$ cat config.mk
export PLATFORM = sky130hd
export DESIGN_NAME = pipeline_ctrl
export DESIGN_NICKNAME = d
export VERILOG_FILES = /design/src/rtl/pipeline_ctrl.sv
export SDC_FILE = /design/constraint.sdc
export NUM_CORES = 1
export LEC_CHECK = 0
export BUFFER_PORTS_ARGS = -buffer_cell sky130_fd_sc_hd__buf_2
export CAP_MARGIN = 40
export CORE_AREA = 4 4 101 84
export CTS_BUF_LIST = sky130_fd_sc_hd__clkbuf_8
export DETAILED_ROUTE_END_ITERATION = 12
export DIE_AREA = 0 0 105 88
export PLACE_DENSITY = 0.73
export SLEW_MARGIN = 25
export SYNTH_ARGS = -nofsm -noshare
export SYNTH_HDL_FRONTEND = slang
export SYNTH_SLANG_ARGS = --single-unit
$ cat constraint.sdc
create_clock -name clk -period 4.55 [get_ports clk]
set_input_delay 0.2275 -clock clk [delete_from_list [all_inputs] [get_ports clk]]
set_output_delay 0.2275 -clock clk [all_outputs]
set_load 0.005 [all_outputs]
$ cat src/rtl/pipeline_ctrl.sv
// ---------------------------------------------------------------------------
// pipeline_ctrl
//   Central stall/flush controller for the 5-stage pipeline.
//   - Merges stall requests (mem > ex > id > if) into a 6-bit stall vector:
//     [0] pc, [1] IF/ID, [2] ID/EX, [3] EX/MEM, [4] MEM/WB, [5] WB.
//   - Issues a full flush for exceptions/ERET and a front-end flush for
//     branch mispredicts, deferring either one while the stage that must
//     complete first is still stalled. It also supplies the redirect PC.
//
// Ports:
//   clk, rst                 clock, asynchronous active-low reset
//   stallreq_if/id/ex/mem    per-stage stall requests
//   excepttype_i             MEM-stage exception type (0 = none)
//   cp0_epc_i                CP0 EPC, used as the ERET target
//   mispredict_i             EX-stage branch mispredict
//   mispredict_target_i      correct branch target
//   stall                    6-bit stall vector (1 = hold that stage)
//   flush                    full-pipeline flush (one-cycle pulse)
//   flush_bp                 front-end flush for a mispredict (one-cycle pulse)
//   new_pc                   redirect PC, zero unless flush or flush_bp
//   perf_sel_i, perf_cnt_o   stall-cause counter select / readback
//
// Configuration macro: STALL_PERF_CNT_EN enables four saturating stall-cause
//   counters (0=if, 1=id, 2=ex, 3=mem). perf_cnt_o is the selected counter,
//   registered. Without the macro perf_cnt_o is tied to zero.
//
// stall/flush/flush_bp/new_pc are combinational so that a redirect acts in
// the same cycle as its request. They are forced to zero while rst is low.
// ---------------------------------------------------------------------------
module pipeline_ctrl #(
    parameter int                ADDR_W    = 32,
    parameter logic [ADDR_W-1:0] EXC_BASE  = 32'h0000_0020,
    parameter logic [31:0]       ERET_CODE = 32'h0000_000e,
    parameter int                CNT_W     = 32
) (
    input  logic              clk,
    input  logic              rst,
    input  logic              stallreq_if,
    input  logic              stallreq_id,
    input  logic              stallreq_ex,
    input  logic              stallreq_mem,
    input  logic [31:0]       excepttype_i,
    input  logic [ADDR_W-1:0] cp0_epc_i,
    input  logic              mispredict_i,
    input  logic [ADDR_W-1:0] mispredict_target_i,
    output logic [5:0]        stall,
    output logic              flush,
    output logic              flush_bp,
    output logic [ADDR_W-1:0] new_pc,
    input  logic [1:0]        perf_sel_i,
    output logic [CNT_W-1:0]  perf_cnt_o
);

    typedef enum logic [1:0] {
        RUN      = 2'd0,
        EXC_HOLD = 2'd1,
        BP_HOLD  = 2'd2
    } state_t;

    state_t            state_r;
    state_t            state_nxt_s;
    logic [ADDR_W-1:0] latch_pc_r;
    logic [ADDR_W-1:0] latch_pc_nxt_s;
    logic [5:0]        prio_stall_s;
    logic [5:0]        stall_s;
    logic              flush_s;
    logic              flush_bp_s;
    logic [ADDR_W-1:0] new_pc_s;
    logic              exc_s;
    logic [ADDR_W-1:0] exc_target_s;
    // The mispredict can only be resolved once the branch has left EX
    // and nothing downstream is holding the pipe.
    logic              bp_clear_s;

    // Priority-encoded stall vector: the deepest requesting stage wins.
    function automatic logic [5:0] prio_stall(input logic mem, input logic ex,
                                              input logic id, input logic fe);
        logic [5:0] v;
        if (mem) begin
            v = 6'b011111;
        end else if (ex) begin
            v = 6'b001111;
        end else if (id) begin
            v = 6'b000111;
        end else if (fe) begin
            v = 6'b000011;
        end else begin
            v = 6'b000000;
        end
        return v;
    endfunction

    assign prio_stall_s = prio_stall(stallreq_mem, stallreq_ex, stallreq_id, stallreq_if);
    assign exc_s        = (excepttype_i != 32'h0000_0000);
    assign exc_target_s = (excepttype_i == ERET_CODE) ? cp0_epc_i : EXC_BASE;
    assign bp_clear_s   = !stallreq_ex && !stallreq_mem;

    // Next-state and redirect decode.
    always_comb begin
        state_nxt_s    = state_r;
        latch_pc_nxt_s = latch_pc_r;
        stall_s        = prio_stall_s;
        flush_s        = 1'b0;
        flush_bp_s     = 1'b0;
        new_pc_s       = {ADDR_W{1'b0}};
        case (state_r)
            RUN, BP_HOLD: begin
                if (exc_s) begin
                    // Exceptions win over any fresh or pending mispredict.
                    if (!stallreq_mem) begin
                        flush_s     = 1'b1;
                        stall_s     = 6'b000000;
                        new_pc_s    = exc_target_s;
                        state_nxt_s = RUN;
                    end else begin
                        latch_pc_nxt_s = exc_target_s;
                        state_nxt_s    = EXC_HOLD;
                    end
                end else if (state_r == BP_HOLD) begin
                    if (bp_clear_s) begin
                        flush_bp_s  = 1'b1;
                        stall_s     = 6'b000000;
                        new_pc_s    = latch_pc_r;
                        state_nxt_s = RUN;
                    end else begin
                        state_nxt_s = BP_HOLD;
                    end
                end else if (mispredict_i) begin
                    // id/if requests come from wrong-path instructions.
                    if (bp_clear_s) begin
                        flush_bp_s = 1'b1;
                        stall_s    = 6'b000000;
                        new_pc_s   = mispredict_target_i;
                    end else begin
                        latch_pc_nxt_s = mispredict_target_i;
                        state_nxt_s    = BP_HOLD;
                    end
                end else begin
                    state_nxt_s = RUN;
                end
            end
            EXC_HOLD: begin
                // New exception types are ignored until the held one retires.
                if (!stallreq_mem) begin
                    flush_s     = 1'b1;
                    stall_s     = 6'b000000;
                    new_pc_s    = latch_pc_r;
                    state_nxt_s = RUN;
                end else begin
                    state_nxt_s = EXC_HOLD;
                end
            end
            default: begin
                state_nxt_s = RUN;
            end
        endcase
    end

    // FSM state and latched redirect target.
    always_ff @(posedge clk or negedge rst) begin
        if (!rst) begin
            state_r    <= RUN;
            latch_pc_r <= {ADDR_W{1'b0}};
        end else begin
            state_r    <= state_nxt_s;
            latch_pc_r <= latch_pc_nxt_s;
        end
    end

    assign stall    = rst ? stall_s    : 6'b000000;
    assign flush    = rst ? flush_s    : 1'b0;
    assign flush_bp = rst ? flush_bp_s : 1'b0;
    assign new_pc   = rst ? new_pc_s   : {ADDR_W{1'b0}};

`ifdef STALL_PERF_CNT_EN
    logic [CNT_W-1:0] cnt_r [4];
    logic [CNT_W-1:0] perf_r;
    logic             win_valid_s;
    logic [1:0]       win_idx_s;

    // Identify which request wins stall priority this cycle.
    always_comb begin
        win_valid_s = 1'b1;
        win_idx_s   = 2'd0;
        if (stallreq_mem) begin
            win_idx_s = 2'd3;
        end else if (stallreq_ex) begin
            win_idx_s = 2'd2;
        end else if (stallreq_id) begin
            win_idx_s = 2'd1;
        end else if (stallreq_if) begin
            win_idx_s = 2'd0;
        end else begin
            win_valid_s = 1'b0;
        end
    end

    // Saturating cause counters and registered readback.
    always_ff @(posedge clk or negedge rst) begin
        if (!rst) begin
            for (int i = 0; i < 4; i++) begin
                cnt_r[i] <= {CNT_W{1'b0}};
            end
            perf_r <= {CNT_W{1'b0}};
        end else begin
            if (win_valid_s && (cnt_r[win_idx_s] != {CNT_W{1'b1}})) begin
                cnt_r[win_idx_s] <= cnt_r[win_idx_s] + {{(CNT_W-1){1'b0}}, 1'b1};
            end else begin
                cnt_r[win_idx_s] <= cnt_r[win_idx_s];
            end
            perf_r <= cnt_r[perf_sel_i];
        end
    end

    assign perf_cnt_o = perf_r;
`else
    logic unused_perf_sel_s;
    assign unused_perf_sel_s = ^perf_sel_i;
    assign perf_cnt_o        = {CNT_W{1'b0}};
`endif

endmodule

After elaboration in Yosys (flattened, before gate mapping). Index checks and enable logic that the tools add are counted.

Equal/unequal tests: 7. Muxes and demuxes: 43. Reductions and logical operators: 8.

Operator list (count): two-way mux 32 bit (14); one-hot mux 32 bit (2 select lines) (1); two-way mux 6 bit (7); == test 32 x 4 -> 1 bit (second input constant) (1); nonzero test 32 bit (1); two-way mux 2 bit (6); one-hot mux 6 bit (2 select lines) (1); two-way mux 1 bit (10); != test 2 bit (second input constant) (3); != test 5 bit (second input constant) (1); AND reduction 5 bit (1); two-way mux 4 bit (1); one-hot mux 2 bit (2 select lines) (1); two-way mux 3 bit (1); == test 2 x 1 -> 1 bit (second input constant) (1); == test 2 bit (second input constant) (1); logical NOT 1 bit (2); logical NOT 2 bit (1); one-hot mux 1 bit (2 select lines) (1); nonzero test 2 bit (1); OR reduction 2 bit (1); logical AND 1 bit (1).

Flip-flop bits (word level): 34. Input bits: 105. Output and inout port bits: 72. Logic and storage cells: 60.

Depth between registers and ports, before layout. Gate-level depths: netlist (run 1).

Depth in word-level cells: 10. Gate-level depth with buffers: 8. Gate-level depth less buffers: 5.

Least setup slack after synthesis (run 1). OpenSTA, ideal clock, no wires.

Path type: input-to-output. Start point: input excepttype_i[22]. End point: output stall[1]. Data arrival time: 1.968 ns. Required time: 4.323 ns. Path slack: 2.355 ns. Cell stages on the path: 6. Path buffers: 1. Cells stage by stage: nor4_1 > nand4_2 > o41ai_1 > nor2_1 > a211oi_1 > buf_4.

Longest elaborated chain between the ends: 4.

Ends and longest elaborated chain: from (decl) (line 42) `input logic [31:0] excepttype_i,`; nonzero test 32 bit (line 94) `assign exc_s = (excepttype_i != 32'h0000_0000);`; two-way mux 6 bit (line 108) `if (exc_s) begin`; one-hot mux 6 bit (2 select lines) (line 106) `case (state_r)`; two-way mux 6 bit (line 170) `assign stall = rst ? stall_s : 6'b000000;`; to (decl) (line 46) `output logic [5:0] stall,`.

Every way passes these cells.

Final worst setup path (run 1).
Start point: input rst. End point: output new_pc[17].

Longest elaborated chain between the ends: 1.

Ends and longest elaborated chain: from (decl) (line 37) `input logic rst,`; two-way mux 32 bit (line 173) `assign new_pc = rst ? new_pc_s : {ADDR_W{1'b0}};`; to (decl) (line 49) `output logic [ADDR_W-1:0] new_pc,`.

Every way passes these cells.

==> results of run 1 <==
-- flip-flops by register name, summed over array words and instances (netlist names) --
signal,count
latch_pc_r,32
state_r,2
-- critical path: stages --
cell and delay, ns:
dlygate4sd3_1 0.52, buf_2 0.48, nand2_1 0.31, nor2_4 0.69
a221o_1 0.27, buf_2 0.11
-- logic make-up (layout without fill, tap and decap cells) --
| family | after synthesis | after routing |
|---|---|---|
| simple gates | 85 | 85 |
| mux | 33 | 33 |
| buf+inv | 60 | 160 |
| flops | 34 | 34 |
| compound gates | 104 | 104 |
| other cells | 1 | 33 |
-- stage by stage --
step           util, %  instance area, um2
2_1_floorplan        -                2980
5_1_grt           49.8                3660
3_3_place_gp      47.1                3470
3_5_place_dp      48.3                3560
6_report          49.8                3660
4_1_cts           49.7                3660
-- per-layer routing --
metal | wire length, um | vias up
li1 | - | 1410
met1 | 3650 | 1375
met2 | 4290 | 127
met3 | 804 | 7
met4 | 67 | 0
met5 | 0 | -
-- layout make-up --
type,instances,share of cell area [%]
multi-input cells,255,48.4
flip-flops and latches,34,23.2
repair buffers,151,22.7
well taps,90,3.07
clock buffers,6,2.25
clock inverters,2,0.239
inverters,1,0.102
-- power by group through the flow --
stage | clock [mW] | combinational [mW] | sequential (mW)
4_1_cts | 0.232 | 0.116 | 0.304
2_1_floorplan | 0 | 0.0593 | 0.309
6_report | 0.223 | 0.116 | 0.304
5_1_grt | 0.249 | 0.129 | 0.304
3_5_place_dp | 0 | 0.115 | 0.310
3_3_place_gp | 0 | 0.105 | 0.310
-- worst max path at each step --
stage,start,endpoint,slack (ns),cells after the start
floorplan,excepttype_i[22],stall[1],2.35,6
global placement,excepttype_i[26],new_pc[23],1.62,7
detailed placement,excepttype_i[26],new_pc[17],1.73,7
CTS,rst,new_pc[17],1.67,6
global route,rst,new_pc[17],1.54,6
finish,rst,new_pc[17],1.70,6
-- Yosys cell counts, types with 2 or more instances --
| cell | n |
|---|---|
| a22o_1 | 31 |
| mux2_1 | 30 |
| or4_4 | 2 |
| nand4_2 | 2 |
| dfrtp_1 | 34 |
| buf_4 | 34 |
| buf_2 | 8 |
| nand2_1 | 39 |
| a211oi_1 | 2 |
| o21ai_0 | 2 |
| a221o_1 | 28 |
| o2bb2ai_1 | 2 |
| nor2_1 | 14 |
| a21oi_1 | 31 |
| nor4_2 | 3 |
| and3_1 | 3 |
| nand3_1 | 2 |
| nor3_1 | 6 |
| nor4_1 | 4 |
| mux2_2 | 2 |
| clkbuf_1 | 15 |
| or4_1 | 2 |
| a22oi_1 | 3 |
| buf_6 | 2 |
-- timing repair --
item / 4_1_cts / 5_1_grt
hold buffers: 1 / 0
endpoints found under the hold margin: 18 / 0
resized for setup: 0 / 0
==> out/metrics.csv, run 1 <==
stage,metric,value,unit
run_status,outcome,finished clean,
die,die_h,88,um
place,hpwlAfterDp,6.83,mm
pwr,p_sw_share,26.4,%
sta,slew_headroom,49.0,%
final_layout,layout_common_cells,"141 x buf_2, 39 x nand2_1, 34 x dfrtp_1",
pwr,leakagePower,1.90,nW
final_layout,synthToLayoutAreaGrowth,27.9,%
synth,synthFlopType,dfrtp_1,
pwr,power,644,uW
pwr,combPwrFrac,18.1,%
clocking,clockBufferDepth,2,
sta,setup_tns,0,ns
critical_path,rr_endpoint,latch_pc_r[28],
sta,hold_ws,0.282,ns
synth,yosys.area_share.simple,15.7,%
final_layout,layout-drive-gt1-share,38.3,%
sta,fin_crit,2.85,ns
final_layout,final_common_cell,buf_2,
final_layout,final_cells,539,
sta,grt_setup_unrepaired,false,
critical_path,cp.arrival,2.63,ns
worst_hold_path,hold_end,state_r[1],
grt,grt_overflow,0,
sta,tightest_slew,0.764,ns
die,start_util,38.9,%
synth,avgSynthCellArea,9.03,um2
pwr,vdd_drop_max,0.0000930,V
critical_path,startpoint_type,input pin,
sta,finalWorstSetupSlack,1.70,ns
synth,netlist_area,2860,um2
clocking,htree_num_levels,2,
final_layout,regArea,851,um2
synth,ys_ff_latch,34,
sta,max_freq,350,MHz
critical_path,crit_fanout,28,
synth,synth-compound-area-share,28.4,%
run,drv_cap,0,
route,ant_nets,0,
sta,finalSetupViolCount,0,
final_layout,nets,553,
route,via_per_inst,5.42,
route,drtIter0Drc,121,
synth,synth_fa_ha_area_share,0,%
synth,synth_cell_type_count,40,
die,io_pins,177,
clocking,clk_pin_slew,0.06,ns
grt,busiest_layer,met2,
die,die_area,9240,um2
critical_path,r2r-start,state_r[0],
final_layout,diodes,0,
clocking,clkSinkCount,34,
place,dp_slack,1.73,ns
grt,antenna_found_initial,0,
clocking,postCtsSetupBuffers,0,
pwr,power.internal,474,uW
synth,ys_top_cells_by_area,"dfrtp_1 30%, mux2_1 12%, a221o_1 9.8%",
route,first_pass_iters,4,
worst_hold_path,hp-class,input pin to flip-flop,
route,vias,2919,
synth,synth_edf_count,0,
grt,grt.met1_usage,23.5,%
synth,synth_cells,317,
synth,synth_top_area_cell,dfrtp_1,
sta,timing.final.crit_share,62.7,%
worst_hold_path,holdPathStages,3,
pwr,power_frac_clock,34.7,%
clocking,cts_made_buffers,5,
synth,yosysSeqAreaShare,29.7,%
grt,met3_usage,4.20,%
place,dp.cells,529,
pwr,p_sw,170,uW
die,rows,28,
synth,synthArstFlopShare,100,%
grt,grt_pass1_wl,14.1,mm
clocking,clk_latency,0.28,ns
route,wl,8.82,mm
synth,synth.top_cell.area_share,29.7,%
pwr,p_seq_share,47.2,%
synth,synth.mux.area_fraction,12.9,%
final_layout,n_fill_cell,713,
place,place_congestion,0.852,
grt,grt_usage,18.9,%
sta,hold_violations,0,
synth,synth_top_family_by_area,compound AO/OA/AOI/OAI gates,
synth,ys_warn_count,0,
place,io_buffers,141,
die,die_w,105,um
critical_path,reg2regPathDepth,6,
route,route.detailed.wl_per_inst,16.4,um
grt,met2_usage,34.0,%
sta,clock_skew,0.00470,ns
critical_path,rrSetupSlack,2.58,ns
clocking,cts_tree,done,
route,drc,0,
die,core,7360,um2
grt,grt_pass1_vias,2906,
critical_path,cp-end-kind,output pin,
pwr,power_density,176,nW/um2
synth,synthXorXnorAreaFrac,0,%
critical_path,required,4.32,ns
final_layout,multi_input_area,1770,um2
sta,drv_slew,0,
worst_hold_path,hold_start,mispredict_i,
grt,grt_start_max_net_pins,32,
clocking,cts_root_buf,clkbuf_8,
critical_path,worstSetupPathType,input pin to output pin,
Power figures use the tool's default switching activity.
==> inputs of run 2 (changes only) <==
--- a/config.mk
+++ b/config.mk
@@ -11,7 +11,7 @@
 export CTS_BUF_LIST = sky130_fd_sc_hd__clkbuf_8
 export DETAILED_ROUTE_END_ITERATION = 12
 export DIE_AREA = 0 0 105 88
-export PLACE_DENSITY = 0.73
+export PLACE_DENSITY = 0.76
 export SLEW_MARGIN = 25
 export SYNTH_ARGS = -nofsm -noshare
 export SYNTH_HDL_FRONTEND = slang
==> constraint.sdc (replaced) <==
create_clock -name clk -period 2.6 [get_ports clk]
set_input_delay 0.13 -clock clk [delete_from_list [all_inputs] [get_ports clk]]
set_output_delay 0.13 -clock clk [all_outputs]
set_load 0.005 [all_outputs]
==> run 2 against run 1 <==
Compared with the run above: core utilization increased by 0.49 points; setup slack got worse by 1.5 ns; via count increased by 1.4%; combinational power increased by 73%.
==> out/metrics.csv, run 2 (synthesis gave the netlist of run 1 again) <==
stage,metric,value,unit
run_status,outcome,finished clean,
route,ant_nets,0,
final_layout,layout_common_cells,"141 x buf_2, 39 x nand2_1, 34 x dfrtp_1",
pwr,power_frac_clock,34.6,%
final_layout,regArea,851,um2
final_layout,n_fill_cell,689,
final_layout,final_core_util,50.3,%
route,drtIter0Drc,162,
route,via_per_inst,5.44,
clocking,clkSinkCount,34,
worst_hold_path,holdPathStages,3,
pwr,leakagePower,1.92,nW
worst_hold_path,hp-class,input pin to flip-flop,
critical_path,cp-startpoint,excepttype_i[22],
route,vias,2961,
sta,clock_skew,0.00842,ns
grt,grt_pass1_vias,2918,
route,wl,8.73,mm
critical_path,cp-end-kind,output pin,
sta,timing.final.crit_share,93.2,%
final_layout,synthToLayoutAreaGrowth,29.1,%
sta,grt_setup_unrepaired,false,
pwr,power_density,303,nW/um2
critical_path,rrSetupSlack,0.85,ns
critical_path,crit_path_top_delay_cell,or4_4,
pwr,vdd_drop_max,0.000151,V
clocking,postCtsSetupBuffers,0,
final_layout,final_cells,544,
grt,grt_pass1_wl,13.8,mm
die,core,7360,um2
clocking,cts_made_buffers,5,
pwr,p_sw,295,uW
sta,setup_tns,0,ns
grt,grt_usage,18.2,%
die,rows,28,
sta,drv_slew,0,
grt,grt_overflow,0,
die,die_h,88,um
pwr,power.internal,827,uW
final_layout,final_common_cell,buf_2,
sta,max_freq,413,MHz
critical_path,crit_top_cell,buf_2,
critical_path,rr_endpoint,latch_pc_r[9],
pwr,p_seq_share,47.4,%
critical_path,cp_cell_sequence,buf_2 > nor4_1 > nand4_2 > or4_4 > a21oi_1 > o2bb2ai_1 > buf_2,
critical_path,worstSetupPathType,input pin to output pin,
die,io_pins,177,
place,place_congestion,0.826,
pwr,combPwrFrac,17.9,%
sta,finalSetupViolCount,0,
final_layout,fin_area,3700,um2
final_layout,diodes,0,
final_layout,layout-drive-gt1-share,39.2,%
route,first_pass_iters,4,
clocking,cts_tree,done,
clocking,cts_root_buf,clkbuf_8,
final_layout,nets,558,
critical_path,crit_fanout,30,
clocking,htree_num_levels,2,
route,drc,0,
final_layout,multi_input_area,1770,um2
route,route.detailed.wl_per_inst,16.1,um
sta,fin_crit,2.42,ns
final_layout,largest_register,latch_pc_r,
pwr,power,1.12,mW
final_layout,largest_register_ffs,32,
final_layout,reg_top3,"latch_pc_r x32, state_r x2",
worst_hold_path,hold_end,latch_pc_r[13],
grt,antenna_found_initial,0,
run,drv_cap,0,
place,dp.cells,535,
critical_path,required,2.47,ns
worst_hold_path,hold_start,cp0_epc_i[13],
place,place_area,3600,um2
critical_path,slowest_delay,0.79,ns
grt,grt_start_max_net_pins,32,
clocking,clockBufferDepth,2,
die,die_w,105,um
critical_path,r2r-start,state_r[0],
place,io_buffers,141,
clocking,clk_pin_slew,0.07,ns
critical_path,reg2regPathDepth,6,
place,hpwlAfterDp,6.57,mm
critical_path,cp.arrival,2.29,ns
clocking,clk_latency,0.28,ns
sta,hold_violations,0,
critical_path,startpoint_type,input pin,
pwr,p_sw_share,26.3,%
die,start_util,38.9,%
die,die_area,9240,um2
[run 2: layer usage]
metal  global-route usage, %  share of wire [%]
met1                    23.0                 43
met2                    31.7                 48
met3                    4.05                8.9
met4                    4.89                1.0
met5                       0                  0
[run 2: worst max-delay path: cells and delay by family]
| family | cells | cell delay (ns) |
|---|---|---|
| AO/OA/AOI/OAI | 2 | 0.41 |
| buffers and inverters | 2 | 0.23 |
| AND/OR/NAND/NOR | 3 | 1.51 |
[run 2: worst max path at each step]
stage               cells past startpoint       endpoint
finish                                  7      new_pc[3]
global route                            5      new_pc[3]
CTS                                     8     new_pc[17]
detailed placement                      7      new_pc[3]
global placement                        7      new_pc[3]
floorplan                               6  latch_pc_r[0]
[run 2: timing repair]
item | 4_1_cts | 5_1_grt
hold endpoints to repair | 11 | 0
endpoints found under the setup margin | 0 | 1
resized for setup | 0 | 1
hold buffers | 1 | 0
[run 2: area by class of cell]
class | instances | share of cell area, %
clock buffers | 6 | 2.23
multi-input cells | 255 | 48.0
inverters | 1 | 0.101
repair buffers | 156 | 23.4
flip-flops and latches | 34 | 23.0
clock inverters | 2 | 0.237
well taps | 90 | 3.04
[run 2: power by group through the flow]
stage                     registers (mW)  clock network, mW  logic [mW]
after floorplan                    0.540                  0       0.104
after global placement             0.542                  0       0.189
after detailed placement           0.542                  0       0.197
after CTS                          0.532              0.406       0.199
after global routing               0.532              0.436       0.222
final                              0.532              0.389       0.201
[run 2: through the flow]
| step | hold WS [ns] | worst slack, ns |
|---|---|---|
| floorplan | -0.166 | 0.585 |
| global placement | 0.0676 | 0.227 |
| detailed placement | 0.0748 | 0.219 |
| CTS | 0.167 | 0.192 |
| global route | 0.178 | 0.0938 |
| finish | 0.184 | 0.177 |
